--- src/rtl/seq_det_pkg.sv ---
// Shared types, reset defaults and helpers for the serial pattern detector.
package seq_det_pkg;

  typedef enum logic [1:0] {
    IDLE = 2'b00,
    RUN  = 2'b01,
    DONE = 2'b10
  } state_t;

  localparam int unsigned LEN_CALC_W = 5;

  // Reset configuration: detect "101" with overlap.
  localparam logic [15:0] DEF_PAT = 16'h0005;
  localparam int unsigned DEF_LEN = 3;

  // Map a requested length into the legal 1..max_len range.
  function automatic logic [LEN_CALC_W-1:0] clamp_len(input logic [LEN_CALC_W-1:0] len,
                                                      input logic [LEN_CALC_W-1:0] max_len);
    logic [LEN_CALC_W-1:0] r;
    r = len;
    if (len == '0) r = LEN_CALC_W'(1);
    else if (len > max_len) r = max_len;
    return r;
  endfunction

endpackage

--- src/rtl/seq_match_core.sv ---
// Shift history, fill tracking and masked pattern compare; hit_c is combinational.
module seq_match_core
  import seq_det_pkg::*;
#(
  parameter int unsigned PAT_MAX = 8,
  parameter int unsigned LEN_W   = 4
) (
  input  logic               clk,
  input  logic               rst,
  input  logic               clr,
  input  logic               shift_en,
  input  logic               x,
  input  logic [PAT_MAX-1:0] pat,
  input  logic [LEN_W-1:0]   len,
  input  logic               overlap,
  output logic               hit_c
);

  logic [PAT_MAX-1:0] hist;
  logic [PAT_MAX-1:0] hist_next;
  logic [PAT_MAX-1:0] mask;
  logic [LEN_W-1:0]   fill;
  logic [LEN_W-1:0]   fill_next;

  // Candidate history/fill if the current sample is accepted.
  assign hist_next = {hist[PAT_MAX-2:0], x};
  assign fill_next = (fill >= len) ? len : fill + LEN_W'(1);
  assign mask      = ~({PAT_MAX{1'b1}} << len);
  assign hit_c     = shift_en && (fill_next == len) && (((hist_next ^ pat) & mask) == '0);

  // History and fill update; a non-overlapping hit restarts the fill.
  always_ff @(posedge clk or posedge rst) begin
    if (rst) begin
      hist <= '0;
      fill <= '0;
    end else if (clr) begin
      hist <= '0;
      fill <= '0;
    end else if (shift_en) begin
      hist <= hist_next;
      fill <= (hit_c && !overlap) ? '0 : fill_next;
    end
  end

endmodule

--- src/rtl/seq_det_ctrl.sv ---
// Programmable serial pattern detector: config, arm/abort FSM, match counting and irq.
module seq_det_ctrl
  import seq_det_pkg::*;
#(
  parameter int unsigned PAT_MAX = 8,
  parameter int unsigned CNT_W   = 8,
  parameter int unsigned LEN_W   = 4
) (
  input  logic               clk,
  input  logic               rst,
  input  logic               cfg_we,
  input  logic [PAT_MAX-1:0] cfg_pat,
  input  logic [LEN_W-1:0]   cfg_len,
  input  logic               cfg_overlap,
  input  logic [CNT_W-1:0]   cfg_thresh,
  input  logic               start,
  input  logic               stop,
  input  logic               x_valid,
  input  logic               x,
  output logic               busy,
  output logic               match,
  output logic [CNT_W-1:0]   match_cnt,
  output logic               irq,
  output logic               done
);

  state_t             state;
  state_t             state_next;
  logic [PAT_MAX-1:0] pat_q;
  logic [LEN_W-1:0]   len_q;
  logic               ovl_q;
  logic [CNT_W-1:0]   thr_q;

  logic               cfg_load_c;
  logic               run_clr_c;
  logic               shift_en_c;
  logic               hit_c;
  logic               thresh_hit_c;
  logic [CNT_W-1:0]   cnt_sat_c;
  logic [LEN_W-1:0]   len_clamped_c;

  assign len_clamped_c = LEN_W'(clamp_len(LEN_CALC_W'(cfg_len), LEN_CALC_W'(PAT_MAX)));
  assign shift_en_c    = (state == RUN) && x_valid;
  assign cnt_sat_c     = (match_cnt == {CNT_W{1'b1}}) ? match_cnt : match_cnt + CNT_W'(1);
  assign thresh_hit_c  = hit_c && (thr_q != '0) && (cnt_sat_c == thr_q);

  seq_match_core #(
    .PAT_MAX (PAT_MAX),
    .LEN_W   (LEN_W)
  ) u_core (
    .clk      (clk),
    .rst      (rst),
    .clr      (run_clr_c),
    .shift_en (shift_en_c),
    .x        (x),
    .pat      (pat_q),
    .len      (len_q),
    .overlap  (ovl_q),
    .hit_c    (hit_c)
  );

  // State register.
  always_ff @(posedge clk or posedge rst) begin
    if (rst) state <= IDLE;
    else     state <= state_next;
  end

  // Next-state and control strobes; stop outranks the threshold transition.
  always_comb begin
    state_next = state;
    cfg_load_c = 1'b0;
    run_clr_c  = 1'b0;
    case (state)
      IDLE: begin
        cfg_load_c = cfg_we;
        if (start) begin
          state_next = RUN;
          run_clr_c  = 1'b1;
        end
      end
      RUN: begin
        if (stop)              state_next = IDLE;
        else if (thresh_hit_c) state_next = DONE;
      end
      DONE: begin
        if (stop) begin
          state_next = IDLE;
        end else if (start) begin
          state_next = RUN;
          run_clr_c  = 1'b1;
        end
      end
      default: state_next = IDLE;
    endcase
  end

  // Configuration registers, writable only while idle.
  always_ff @(posedge clk or posedge rst) begin
    if (rst) begin
      pat_q <= PAT_MAX'(DEF_PAT);
      len_q <= LEN_W'(DEF_LEN);
      ovl_q <= 1'b1;
      thr_q <= '0;
    end else if (cfg_load_c) begin
      pat_q <= cfg_pat;
      len_q <= len_clamped_c;
      ovl_q <= cfg_overlap;
      thr_q <= cfg_thresh;
    end
  end

  // Registered outputs: pulses, saturating counter and state decodes.
  always_ff @(posedge clk or posedge rst) begin
    if (rst) begin
      match     <= 1'b0;
      irq       <= 1'b0;
      match_cnt <= '0;
      busy      <= 1'b0;
      done      <= 1'b0;
    end else begin
      match <= hit_c;
      irq   <= thresh_hit_c;
      busy  <= (state_next == RUN);
      done  <= (state_next == DONE);
      if (run_clr_c)  match_cnt <= '0;
      else if (hit_c) match_cnt <= cnt_sat_c;
    end
  end

endmodule
--- config.mk ---
export PLATFORM = sky130hd
export DESIGN_NAME = seq_det_ctrl
export DESIGN_NICKNAME = d
export VERILOG_FILES = /design/src/rtl/seq_det_pkg.sv /design/src/rtl/seq_match_core.sv /design/src/rtl/seq_det_ctrl.sv
export SDC_FILE = /design/constraint.sdc
export NUM_CORES = 1
export LEC_CHECK = 0
export CORE_MARGIN = 2
export CORE_UTILIZATION = 49
export DETAILED_ROUTE_END_ITERATION = 12
export HOLD_SLACK_MARGIN = 0.08
export PLACE_DENSITY_LB_ADDON = 0.1
export REMOVE_ABC_BUFFERS = 1
export SETUP_SLACK_MARGIN = 0.4
export SYNTH_ARGS = -nofsm -noshare
export SYNTH_HDL_FRONTEND = slang
export SYNTH_SLANG_ARGS = --single-unit
--- constraint.sdc ---
create_clock -name clk -period 2.12 [get_ports clk]
set_clock_uncertainty 0.1 [all_clocks]
set_input_delay 0.212 -clock clk [delete_from_list [all_inputs] [get_ports clk]]
set_output_delay 0.212 -clock clk [all_outputs]
set_load 0.05 [all_outputs]
==> flow_metrics.env <==
export IMPL_seqPwrFrac=0.334
export IMPL_yosys_area_share_xor_xnor=0.06303
export IMPL_htreeDepth=2
export IMPL_cp_end_kind="flip-flop"
export IMPL_clkPwrFrac=0.168
export IMPL_diodes=0
export IMPL_worstPathMaxFanout=5
export IMPL_synth_warnings=0
export IMPL_max_freq_mhz=465.7
export IMPL_timing_slew_headroom=0.6632
export IMPL_path_class="reg -> reg"
export IMPL_hold_buffers=0
export IMPL_postSynth_asyncResetShare=1.000
export IMPL_core_um2=5507
export IMPL_p_sw_frac=0.3842
export IMPL_cts_buffers=5
export IMPL_wl_met3_um=262
export IMPL_setup_tns_ps=-67.50
export IMPL_endpoint="busy"
export IMPL_violations="setup timing"
export IMPL_vias=2384
export IMPL_cp_start_kind="flip-flop"
export IMPL_fp_dieH_um=79.31
export IMPL_synth_cell_type_count=61
export IMPL_dr_wl_met2_um=3322
export IMPL_synth_compound_area_share=0.1558
export IMPL_grt_pass1_wl_um=10630
export IMPL_slew_viol_final=0
export IMPL_synthAdderAreaFrac=0.02701
export IMPL_reg2reg_slack_ps=-30
export IMPL_antenna_left=0
export IMPL_yosysSeqAreaShare=0.4165
export IMPL_drive_above_1_share=0.3514
export IMPL_synth_edff_count=0
export IMPL_yosysTopAreaCell="dfrtp_1"
export IMPL_track_usage=0.2159
export IMPL_die_area_um2=6289
export IMPL_crit_path_start="match_cnt[1]"
export IMPL_place_ws_ps=-223.0
export IMPL_synth_top_family_by_area="simple AND/OR/NAND/NOR gates"
export IMPL_grt_ovfl_total=0
export IMPL_dieWidth_um=79.31
export IMPL_io_buffers=39
export IMPL_drt_iter0_markers=165
export IMPL_fillers=435
export IMPL_first_pass_iters=4
export IMPL_viasPerCell=5.649
export IMPL_setup_violations=3
export IMPL_place_congestion=0.8660
export IMPL_path_clk_slew_ps=100
export IMPL_synth_flop_cell="dfrtp_1"
export IMPL_routed_top_layer="met4"
export IMPL_power_density_nw_per_um2=921.1
export IMPL_required_ps=2210
export IMPL_start_util=0.5047
export IMPL_finalCriticalPeriod_ps=2147
export IMPL_ys_ff_latch=46
export IMPL_routed_wl_um=6807
export IMPL_drc_errors=0
export IMPL_ff2ff_path_depth=8
export IMPL_met1_length_um=3174
export IMPL_cts_buffer_depth=2
export IMPL_synth_area_top_cells="dfrtp_1, mux2_2, dfstp_2, xnor2_1, nand2_1"
export IMPL_rsz0062_at_grt="yes"
export IMPL_synth_simple_gate_area_frac=0.1905
export IMPL_status="complete, but fails checks"
export IMPL_period_share=1.013
export IMPL_tightest_slew_ps=507.2
export IMPL_dp_hpwl_um=4619
export IMPL_antenna_found_initial=0
export IMPL_io_pins=40
export IMPL_finalHoldViolations=0
export IMPL_finalNetCount=383
export IMPL_power_internal_mw=2.199
export IMPL_cap_violations=0
export IMPL_clk_latency_ps=310
export IMPL_pwr_share_comb=0.498
export IMPL_muxShareOfSynthArea=0.1054
export IMPL_setup_ws_ps=-27.19
export IMPL_wl_per_cell_um=16.13
export IMPL_syn_area_um2=2779
export IMPL_clock_sinks=46
export IMPL_avgSynthCellArea_um2=10.18
export IMPL_synth_most_common_cell="dfrtp_1"
export IMPL_reg2reg_from="match_cnt[1]"
export IMPL_grt_pass1_vias=2189
export IMPL_synth_common_cells="dfrtp_1, nand2_1, mux2_2"
export IMPL_hold_class="in -> async"
export IMPL_synth_top_area_frac=0.3692
export IMPL_area_growth_pct=39.49
export IMPL_cts_root_buf="clkbuf_8"
export IMPL_arrival_ps=2230
export IMPL_synthCells=273
export IMPL_grt_max_degree=47
export IMPL_worst_r2r_endpoint="busy"
export IMPL_peakVddDrop_uv=601.5
export IMPL_p_switching_mw=1.372
export IMPL_num_rows=27
export IMPL_cts_tree="built"
export IMPL_leakagePower_nw=1.606
stage by stage:
stage | utilization | instance area, um2 | instances | hold slack [ps] | total power [mW]
after global placement | 0.6269 | 3452 | 403 | 408.1 | 2.506
after global routing | 0.7039 | 3876 | 422 | 166.6 | 3.755
after floorplan | - | 2700 | 259 | 166.4 | 2.001
final | 0.7039 | 3876 | 422 | 126.7 | 3.571
after detailed placement | 0.6269 | 3452 | 403 | 408.1 | 2.528
after CTS | 0.6728 | 3705 | 418 | 146.8 | 3.341
flip-flops by register name, summed over array words and instances (netlist names):
name         count
ovl_q            1
busy             1
len_q            4
done             1
state            2
match            1
u_core.hist      7
thr_q            8
u_core.fill      4
irq              1
pat_q            8
match_cnt        8
layer usage:
| metal | vias up | track usage |
|---|---|---|
| met5 | - | 0 |
| met4 | 0 | 0.04138 |
| met3 | 6 | 0.03295 |
| met2 | 46 | 0.3568 |
| met1 | 1187 | 0.3036 |
| li1 | 1145 | - |
worst min path at each step:
stage / cells after the start / end / from / slack, ps
2_1_floorplan: 1 / len_q[0] / cfg_len[3] / 170
3_3_place_gp: 2 / len_q[1] / len_q[1] / 410
3_5_place_dp: 2 / len_q[1] / len_q[1] / 410
4_1_cts: 3 / pat_q[3] / rst / 150
5_1_grt: 3 / u_core.hist[4] / rst / 170
6_report: 3 / u_core.hist[4] / rst / 130
power groups by stage:
| stage | Sequential (mW) | Clock (mW) | Combinational, mW |
|---|---|---|---|
| after CTS | 1.18 | 0.605 | 1.56 |
| after global placement | 1.19 | 0 | 1.32 |
| after floorplan | 1.23 | 0 | 0.772 |
| after detailed placement | 1.20 | 0 | 1.33 |
| after global routing | 1.21 | 0.640 | 1.90 |
| final | 1.19 | 0.600 | 1.78 |
cells by family (layout without fill, tap and decap cells):
kind of cell / after synthesis / after routing
AOI/OAI and AO/OA: 62 / 62
xor gates and xnor gates: 20 / 20
adders and majority gates: 6 / 6
buffers and inverters: 24 / 101
DFF: 46 / 46
muxes: 27 / 27
and+or+nand+nor: 88 / 88
layout make-up:
class / count / area (um2) / share of cell area
tap: 72 / 90.09 / 0.02324
timing repair buffer: 83 / 764.5 / 0.1972
clock inverter: 3 / 28.78 / 0.007424
clock buffer: 5 / 68.82 / 0.01775
multi-input combinational: 203 / 1725 / 0.4451
sequential: 46 / 1161 / 0.2995
inverter: 10 / 37.54 / 0.009684
repair_timing:
item,4_1_cts,5_1_grt
pin swaps,22,16
resized for setup,34,28
buffers inserted,7,4
gates cloned,0,0
setup endpoints to repair,27,18
layout by cell type (no fill, tap or decap), drive strengths merged, types with 3 or more instances in the layout:
cell type / instances
dfstp: 5
xor2: 6
clkbuf: 5
nor2: 8
a21oi: 11
inv: 11
a21o: 4
mux2i: 9
nor3: 8
nand3b: 4
o31ai: 3
o211ai: 3
mux2: 18
nor4: 3
dlygate4sd2: 7
clkdlybuf4s50: 27
nand3: 6
nand2: 32
and3: 6
o22ai: 7
ha: 6
o21ai: 12
buf: 47
dfrtp: 41
o21a: 3
and3b: 3
a31oi: 7
xnor2: 14
nand2b: 3
worst max-delay path: stages, from the launching register on:
cell and delay, ps:
dfrtp_1 420, ha_4 170, nand4_1 180, nor2_2 220
mux2i_2 290, xnor2_1 100, nor4_2 270, buf_4 180
a32oi_1 90
Note: power is estimated with default switching activity, not from simulation.
